==> config.mk <==
export PLATFORM = sky130hd
export DESIGN_NAME = apb_bus_master
export DESIGN_NICKNAME = d
export VERILOG_FILES = /design/src/rtl/apb_bus_master.sv
export SDC_FILE = /design/constraint.sdc
export NUM_CORES = 1
export LEC_CHECK = 0
export ABC_CLOCK_PERIOD_IN_PS = 2410
export CAP_MARGIN = 30
export CORE_UTILIZATION = 45
export CTS_CLUSTER_SIZE = 20
export DETAILED_ROUTE_END_ITERATION = 8
export GPL_TIMING_DRIVEN = 0
export PLACE_DENSITY = 0.9
export SYNTH_ARGS = -nofsm -noshare
export SYNTH_HDL_FRONTEND = slang
export SYNTH_SLANG_ARGS = --single-unit
==> constraint.sdc <==
create_clock -name clock -period 2.41 [get_ports clock]
set_input_delay 0.482 -clock clock [delete_from_list [all_inputs] [get_ports clock]]
set_output_delay 0.482 -clock clock [all_outputs]
set_load 0.05 [all_outputs]
==> src/rtl/apb_bus_master.sv <==
// Initiator for the pixel register-file bus: bursts of 1-16 words, pipelined reads,
// and an optional write-readback check enabled by defining APB_MASTER_READBACK_EN.
`timescale 1ns/1ps

module apb_bus_master #(
  parameter int AMBA_WORD       = 24,
  parameter int AMBA_ADDR_DEPTH = 12
) (
  input  logic                       clock,
  input  logic                       reset,
  input  logic                       cmd_valid,
  output logic                       cmd_ready,
  input  logic                       cmd_write,
  input  logic [AMBA_ADDR_DEPTH:0]   cmd_addr,
  input  logic [3:0]                 cmd_len,
  input  logic                       wdata_valid,
  output logic                       wdata_ready,
  input  logic [AMBA_WORD-1:0]       wdata,
  output logic                       rsp_valid,
  output logic [AMBA_WORD-1:0]       rsp_rdata,
  output logic                       busy,
  output logic                       wr_err,
  output logic [1:0]                 control,
  output logic [AMBA_ADDR_DEPTH:0]   address,
  output logic [AMBA_WORD-1:0]       WriteData,
  input  logic [AMBA_WORD-1:0]       ReadData
);

  localparam logic [1:0] S_IDLE  = 2'd0;
  localparam logic [1:0] S_WRITE = 2'd1;
  localparam logic [1:0] S_READ  = 2'd2;
  localparam logic [1:0] S_DRAIN = 2'd3;

  localparam logic [1:0] BUS_IDLE  = 2'b00;
  localparam logic [1:0] BUS_WRITE = 2'b01;
  localparam logic [1:0] BUS_READ  = 2'b10;

`ifdef APB_MASTER_READBACK_EN
  localparam logic READBACK = 1'b1;
`else
  localparam logic READBACK = 1'b0;
`endif

  logic [1:0]               state_q, state_d;
  logic [AMBA_ADDR_DEPTH:0] cur_addr_q, cur_addr_d;
  logic [4:0]               beats_q, beats_d;
  logic                     rb_pend_q, rb_pend_d;
  logic [1:0]               iss_q;      // read issued 1 / 2 cycles ago
  logic [1:0]               rbk_q;      // matching issue was a readback
  logic [AMBA_WORD-1:0]     rb_data_q;  // word the in-flight readback must return
  logic                     issue_rb;
  logic [1:0]               control_d;
  logic [AMBA_ADDR_DEPTH:0] address_d;
  logic [AMBA_WORD-1:0]     write_data_d;

  always_comb begin
    // NOTE: every variable gets a default here so no path leaves one unassigned (no latch).
    state_d      = state_q;
    cur_addr_d   = cur_addr_q;
    beats_d      = beats_q;
    rb_pend_d    = rb_pend_q;
    issue_rb     = 1'b0;
    control_d    = BUS_IDLE;
    address_d    = address;
    write_data_d = WriteData;

    case (state_q)
      S_IDLE: begin
        if (cmd_valid && cmd_ready) begin
          cur_addr_d = cmd_addr;
          beats_d    = {1'b0, cmd_len} + 5'd1;
          state_d    = cmd_write ? S_WRITE : S_READ;
        end
      end
      S_WRITE: begin
        if (rb_pend_q) begin
          // readback reuses the address still held on the bus from the write cycle
          control_d = BUS_READ;
          issue_rb  = 1'b1;
          rb_pend_d = 1'b0;
        end else if (wdata_valid && wdata_ready) begin
          control_d    = BUS_WRITE;
          address_d    = cur_addr_q;
          write_data_d = wdata;
          cur_addr_d   = cur_addr_q + 1'b1;
          beats_d      = beats_q - 5'd1;
          rb_pend_d    = READBACK;
          if (beats_q == 5'd1) state_d = READBACK ? S_DRAIN : S_IDLE;
        end
      end
      S_READ: begin
        control_d  = BUS_READ;
        address_d  = cur_addr_q;
        cur_addr_d = cur_addr_q + 1'b1;
        beats_d    = beats_q - 5'd1;
        if (beats_q == 5'd1) state_d = S_DRAIN;
      end
      S_DRAIN: begin
        if (rb_pend_q) begin
          control_d = BUS_READ;
          issue_rb  = 1'b1;
          rb_pend_d = 1'b0;
        end else if (iss_q == 2'b00) begin
          state_d = S_IDLE;
        end
      end
      default: state_d = S_IDLE;
    endcase
  end

  // NOTE: sequential state uses non-blocking assignments so every register samples pre-edge values.
  always_ff @(posedge clock) begin
    if (reset) begin
      state_q     <= S_IDLE;
      cur_addr_q  <= '0;
      beats_q     <= '0;
      rb_pend_q   <= 1'b0;
      iss_q       <= '0;
      rbk_q       <= '0;
      rb_data_q   <= '0;
      control     <= BUS_IDLE;
      address     <= '0;
      WriteData   <= '0;
      rsp_valid   <= 1'b0;
      rsp_rdata   <= '0;
      busy        <= 1'b0;
      wr_err      <= 1'b0;
      wdata_ready <= 1'b0;
      cmd_ready   <= 1'b0;
    end else begin
      state_q     <= state_d;
      cur_addr_q  <= cur_addr_d;
      beats_q     <= beats_d;
      rb_pend_q   <= rb_pend_d;
      control     <= control_d;
      address     <= address_d;
      WriteData   <= write_data_d;
      iss_q       <= {iss_q[0], control_d == BUS_READ};
      rbk_q       <= {rbk_q[0], issue_rb};
      if (issue_rb) rb_data_q <= WriteData;
      // ReadData is valid in the second cycle after issue; responses cannot stall
      rsp_valid   <= iss_q[1] && !rbk_q[1];
      if (iss_q[1] && !rbk_q[1]) rsp_rdata <= ReadData;
      if (READBACK && iss_q[1] && rbk_q[1] && (ReadData != rb_data_q)) wr_err <= 1'b1;
      busy        <= (state_d != S_IDLE);
      cmd_ready   <= (state_d == S_IDLE);
      wdata_ready <= (state_d == S_WRITE) && !rb_pend_d;
    end
  end

endmodule

Word-level counts from Yosys, hierarchy flattened
Cells that the tools add are included.

word-level totals
  flip-flop bits (word level) = 92
  bits in latches = 0
  RAM bits = 0
  bits in read-only memories = 0
  input port bits = 70
  output and inout port bits = 68
  word-level logic and storage cells = 72
  memories kept = 0

cells by class
  $add $sub $neg = 3
  $mul = 0
  divide/modulo/power cells = 0
  order comparisons = 0
  eq/ne operators = 9
  shift-type cells = 0
  mux-type cells = 26
  bitwise gates (word level) = 2
  reduce and logical (&&, ||, !) cells = 17

operator list
  operator                                          count
  2-to-1 mux 13 bit                                 5
  case mux 13 bit (3 select lines)                  1
  case mux 13 bit (2 select lines)                  1
  2-to-1 mux 2 bit                                  10
  2-to-1 mux 5 bit                                  3
  case mux 5 bit (3 select lines)                   1
  adder 13 x 1 -> 13 bit, second input constant     1
  case mux 2 bit (4 select lines)                   1
  == test 2 bit, second input constant              3
  zero test 2 bit                                   3
  inequality test 2 bit, second input constant      3
  case mux 2 bit (3 select lines)                   1
  AND reduction 3 bit                               2
  adder 4 x 1 -> 5 bit, second input constant       1
  == test 5 x 1 -> 1 bit, second input constant     1
  subtractor 5 x 1 -> 5 bit, second input constant  1
  == test 2 x 1 -> 1 bit, second input constant     2
  logical AND 1 bit                                 4
  AND reduction 4 bit                               1
  nonzero test 2 bit                                2
  OR reduction 2 bit                                2
  2-to-1 mux 1 bit                                  3
  nonzero test 3 bit                                1
  zero test 1 bit                                   2
  inverter 1 bit                                    2

Logic depth before layout (Yosys ltp)
  word-level depth = 7
  gate-level depth with buffers = 9
  gate-level depth less buffers = 6

Worst setup path before layout
OpenSTA, ideal clock, no wires.

  kind = flip-flop to flip-flop
  from = reg state_q[0]
  to = reg cur_addr_q[9]
  library setup time = 0.132 ns
  arrival time = 1.855 ns
  data required time = 2.278 ns
  slack = 0.423 ns
  stages on the path, launching flop included = 9
  path buffers = 2
  clock period less this slack = 1.987 ns
  cell sequence = dfxtp_1 -> inv_1 -> ha_1 -> inv_1 -> clkbuf_1 -> buf_1 -> nor2_1 -> a221oi_2 -> o32ai_1

on the way
  word-level cells in the longest chain between the ends = 3
  elaborated cells on any way between the ends = 9
  classes of those cells = eq/ne: 5; mux: 1; reduce/logical: 3

RTL lines
  item                                                                          line  text
  start, declared                                                               44    logic [1:0] state_q, state_d;
  start signal, assigned                                                        131   state_q <= state_d;
  == test 2 x 1 -> 1 bit (tied with other cells)                                67    case (state_q)
  inequality test 2 bit (no line) / nonzero test 3 bit (equally long branches)  n/a
  AND reduction 4 bit (no line)                                                 n/a
  end signal, assigned                                                          132   cur_addr_q <= cur_addr_d;
  end, declared                                                                 45    logic [AMBA_ADDR_DEPTH:0] cur_addr_q, cur_addr_d;

Parallel ways exist; a longest one is shown, timed or not.
A chain may end at the register's enable or synchronous reset.

Worst setup path after layout
  from = reg state_q[0]
  to = reg cur_addr_q[2]

The elaborated chain is that of the path after synthesis.

==> flow_metrics.env <==
export IMPL_status="finished, final reports clean"
export IMPL_clkSlewWorstSetupHoldPaths_ns=0.09
export IMPL_synth_warnings=0
export IMPL_hold_viol=0
export IMPL_grt_max_degree=16
export IMPL_area_delta_synth_final_pct=44.5
export IMPL_placed_area_um2=5330
export IMPL_tightestPinTransition_ns=0.614
export IMPL_netlist_instances=463
export IMPL_power_density_nw_per_um2=1020
export IMPL_die_w_um=94.4
export IMPL_gr_total_overflow=0
export IMPL_pin_count=138
export IMPL_cts_setup_buffers=0
export IMPL_slew_violations=0
export IMPL_startpoint_type="register"
export IMPL_grt_util_all_layers_pct=23.6
export IMPL_netlist_area_leader_share_pct=47.5
export IMPL_grt_pass1_vias=3622
export IMPL_fin_worst_skew_ns=0.0135
export IMPL_rsz0062_at_grt="false"
export IMPL_drtPass1Iterations=6
export IMPL_diodes=0
export IMPL_p_leak_nw=1.93
export IMPL_whs_ns=0.433
export IMPL_ys_seq_area_share_pct=47.5
export IMPL_layout_drive_gt1_share_pct=5.70
export IMPL_postSynth_asyncResetShare_pct=0
export IMPL_crit_fanout=10
export IMPL_fin_cells=719
export IMPL_slew_limit_headroom_pct=58.5
export IMPL_syn_nets=543
export IMPL_nets=690
export IMPL_die_area_um2=8900
export IMPL_path_class="reg2reg"
export IMPL_synth_cell_types=51
export IMPL_post_route_min_period_ns=2.15
export IMPL_gp_congestion=0.868
export IMPL_grt_pass1_wl_um=16500
export IMPL_cts_num_sinks=91
export IMPL_design_core_area_um2=8220
export IMPL_drt_vias_per_instance=5.30
export IMPL_drtIter0Drc=260
export IMPL_ff2ff_path_depth=8
export IMPL_required_ns=2.69
export IMPL_cts_buffers=9
export IMPL_synth_top_cell_by_area="dfxtp_1"
export IMPL_min_delay_path_depth=1
export IMPL_dp_cells=704
export IMPL_setup_viol=0
export IMPL_ys_ff_latch=91
export IMPL_cts_buffer_depth=2
export IMPL_hold_class="reg2reg"
export IMPL_cts_root_buffer="clkbuf_8"
export IMPL_fp_row_count=33
export IMPL_synth_edf_count=0
export IMPL_cap_violations=0
export IMPL_cts_tree="done"
export IMPL_fmax_mhz=465
export IMPL_netlist_area_um2=3840
export IMPL_drt_total_wl_um=10400
export IMPL_endpoint_kind="register"
export IMPL_yosys_most_used_dff="dfxtp_1"
export IMPL_fin_ws_ns=0.258
export IMPL_io_buffers=136
export IMPL_cp_data_arrival_time_ns=2.44
export IMPL_fin_crit_sh_pct=89.3
export IMPL_syn_area_per_cell_um2=8.29
export IMPL_vias=3812
export IMPL_cts_htree_levels=3
export IMPL_wire_per_inst_um=14.4
export IMPL_dp_hpwl_um=7640
export IMPL_ys_top_cells_by_area="dfxtp_1, nand2_1, a21oi_1"
export IMPL_finalCoreUtilization_pct=67.5
export IMPL_ant_nets=0
export IMPL_peakVddDrop_v=0.000729
export IMPL_final_area_um2=5550
export IMPL_power_mw=5.64
export IMPL_tns_ns=0
export IMPL_die_h_um=94.4
export IMPL_start_util_pct=46.7
export IMPL_dpl_worst_slack_ns=-0.0114
export IMPL_grt_antenna_before_repair=0
export IMPL_clock_latency_ns=0.37
export IMPL_drc=0
sequential cells by signal (all words and copies together), names as in the netlist:
name / flops
WriteData: 24
rsp_rdata: 24
address: 13
cur_addr_q: 13
beats_q: 5
iss_q: 2
rbk_q: 2
state_q: 2
busy: 1
cmd_ready: 1
control: 1
rb_pend_q: 1
rsp_valid: 1
wdata_ready: 1
cell usage after synthesis (3+ instances only):
cell type,n
a21oi_1,60
nor3_1,8
a31o_2,3
mux2i_1,15
buf_2,5
nand3_1,6
nand2_1,113
inv_1,10
ha_1,10
nor2_1,27
nor2b_1,8
nand2b_1,5
dfxtp_1,91
nand4_1,3
a32o_1,3
clkbuf_1,23
nor4_1,5
a211oi_1,6
o21ai_0,22
worst paths after layout:
path | startpoint | slack (ns) | to
setup reg to reg | state_q[0] | 0.26 | cur_addr_q[2]
hold / removal | rbk_q[0] | 0.43 | rbk_q[1]
setup / recovery | state_q[0] | 0.26 | cur_addr_q[2]
hold reg to reg | rbk_q[0] | 0.43 | rbk_q[1]
area by class of cell:
type / count / area [µm²]
Multi-Input combinational cell: 330 / 1840
Sequential cell: 91 / 1820
Buffer: 32 / 138
Clock buffer: 9 / 124
Clock inverter: 6 / 90.1
Tap cell: 105 / 131
Inverter: 10 / 37.5
Fill cell: 634 / 2670
Timing Repair Buffer: 136 / 1360
critical path, stage by stage (launching register included):
cell and delay [ns]:
dfxtp_1 0.47, inv_1 0.14, ha_1 0.33, clkbuf_1 0.38
buf_2 0.33, nand2_1 0.08, o2bb2ai_1 0.15, nand2_1 0.07
a21oi_1 0.14
per-layer routing:
metal,global-route usage (%),share of wire (%)
met3,3.86,6.7
met2,39.1,48
met1,29.5,42
met4,12.3,3.3
met5,0,0
cells in the final DEF, fill, tap and decap left out, drive strengths merged, types with 5 or more instances in the layout:
cell type / synthesis / routed
mux2i: 15 / 15
ha: 10 / 10
buf: 8 / 8
a211oi: 6 / 6
inv: 10 / 11
clkbuf: 24 / 33
nor4: 5 / 5
a21oi: 61 / 61
nor3: 8 / 8
dfxtp: 91 / 91
nand2: 113 / 113
nand3: 7 / 7
o21ai: 22 / 22
nand2b: 5 / 5
nor2: 27 / 27
nor2b: 8 / 8
clkdlybuf4s50: 0 / 136
cell families after synthesis:
| group | Yosys count | synth area share [%] |
|---|---|---|
| compound gates | 114 | 18.5 |
| flops | 91 | 47.5 |
| other cells | 1 | 0.0977 |
| simple gates | 188 | 21.8 |
| xor+xnor | 2 | 0.456 |
| buf+inv | 42 | 4.50 |
| mux | 15 | 3.91 |
| fa+ha+maj | 10 | 3.26 |
power breakdown:
group / total, mW / switching (mW) / leakage, nW / internal, mW
Combinational: 2.54 / 1.54 / 1.09 / 1.00
Sequential: 1.97 / 0.233 / 0.737 / 1.73
Clock: 1.13 / 0.548 / 0.106 / 0.582
timing repair:
| item | 4_1_cts | 5_1_grt |
|---|---|---|
| pin swaps | 0 | 0 |
| resized for setup | 1 | 2 |
| hold buffers | 0 | 0 |
| endpoints found under the setup margin | 1 | 5 |
Power figures use the tool's default switching activity.
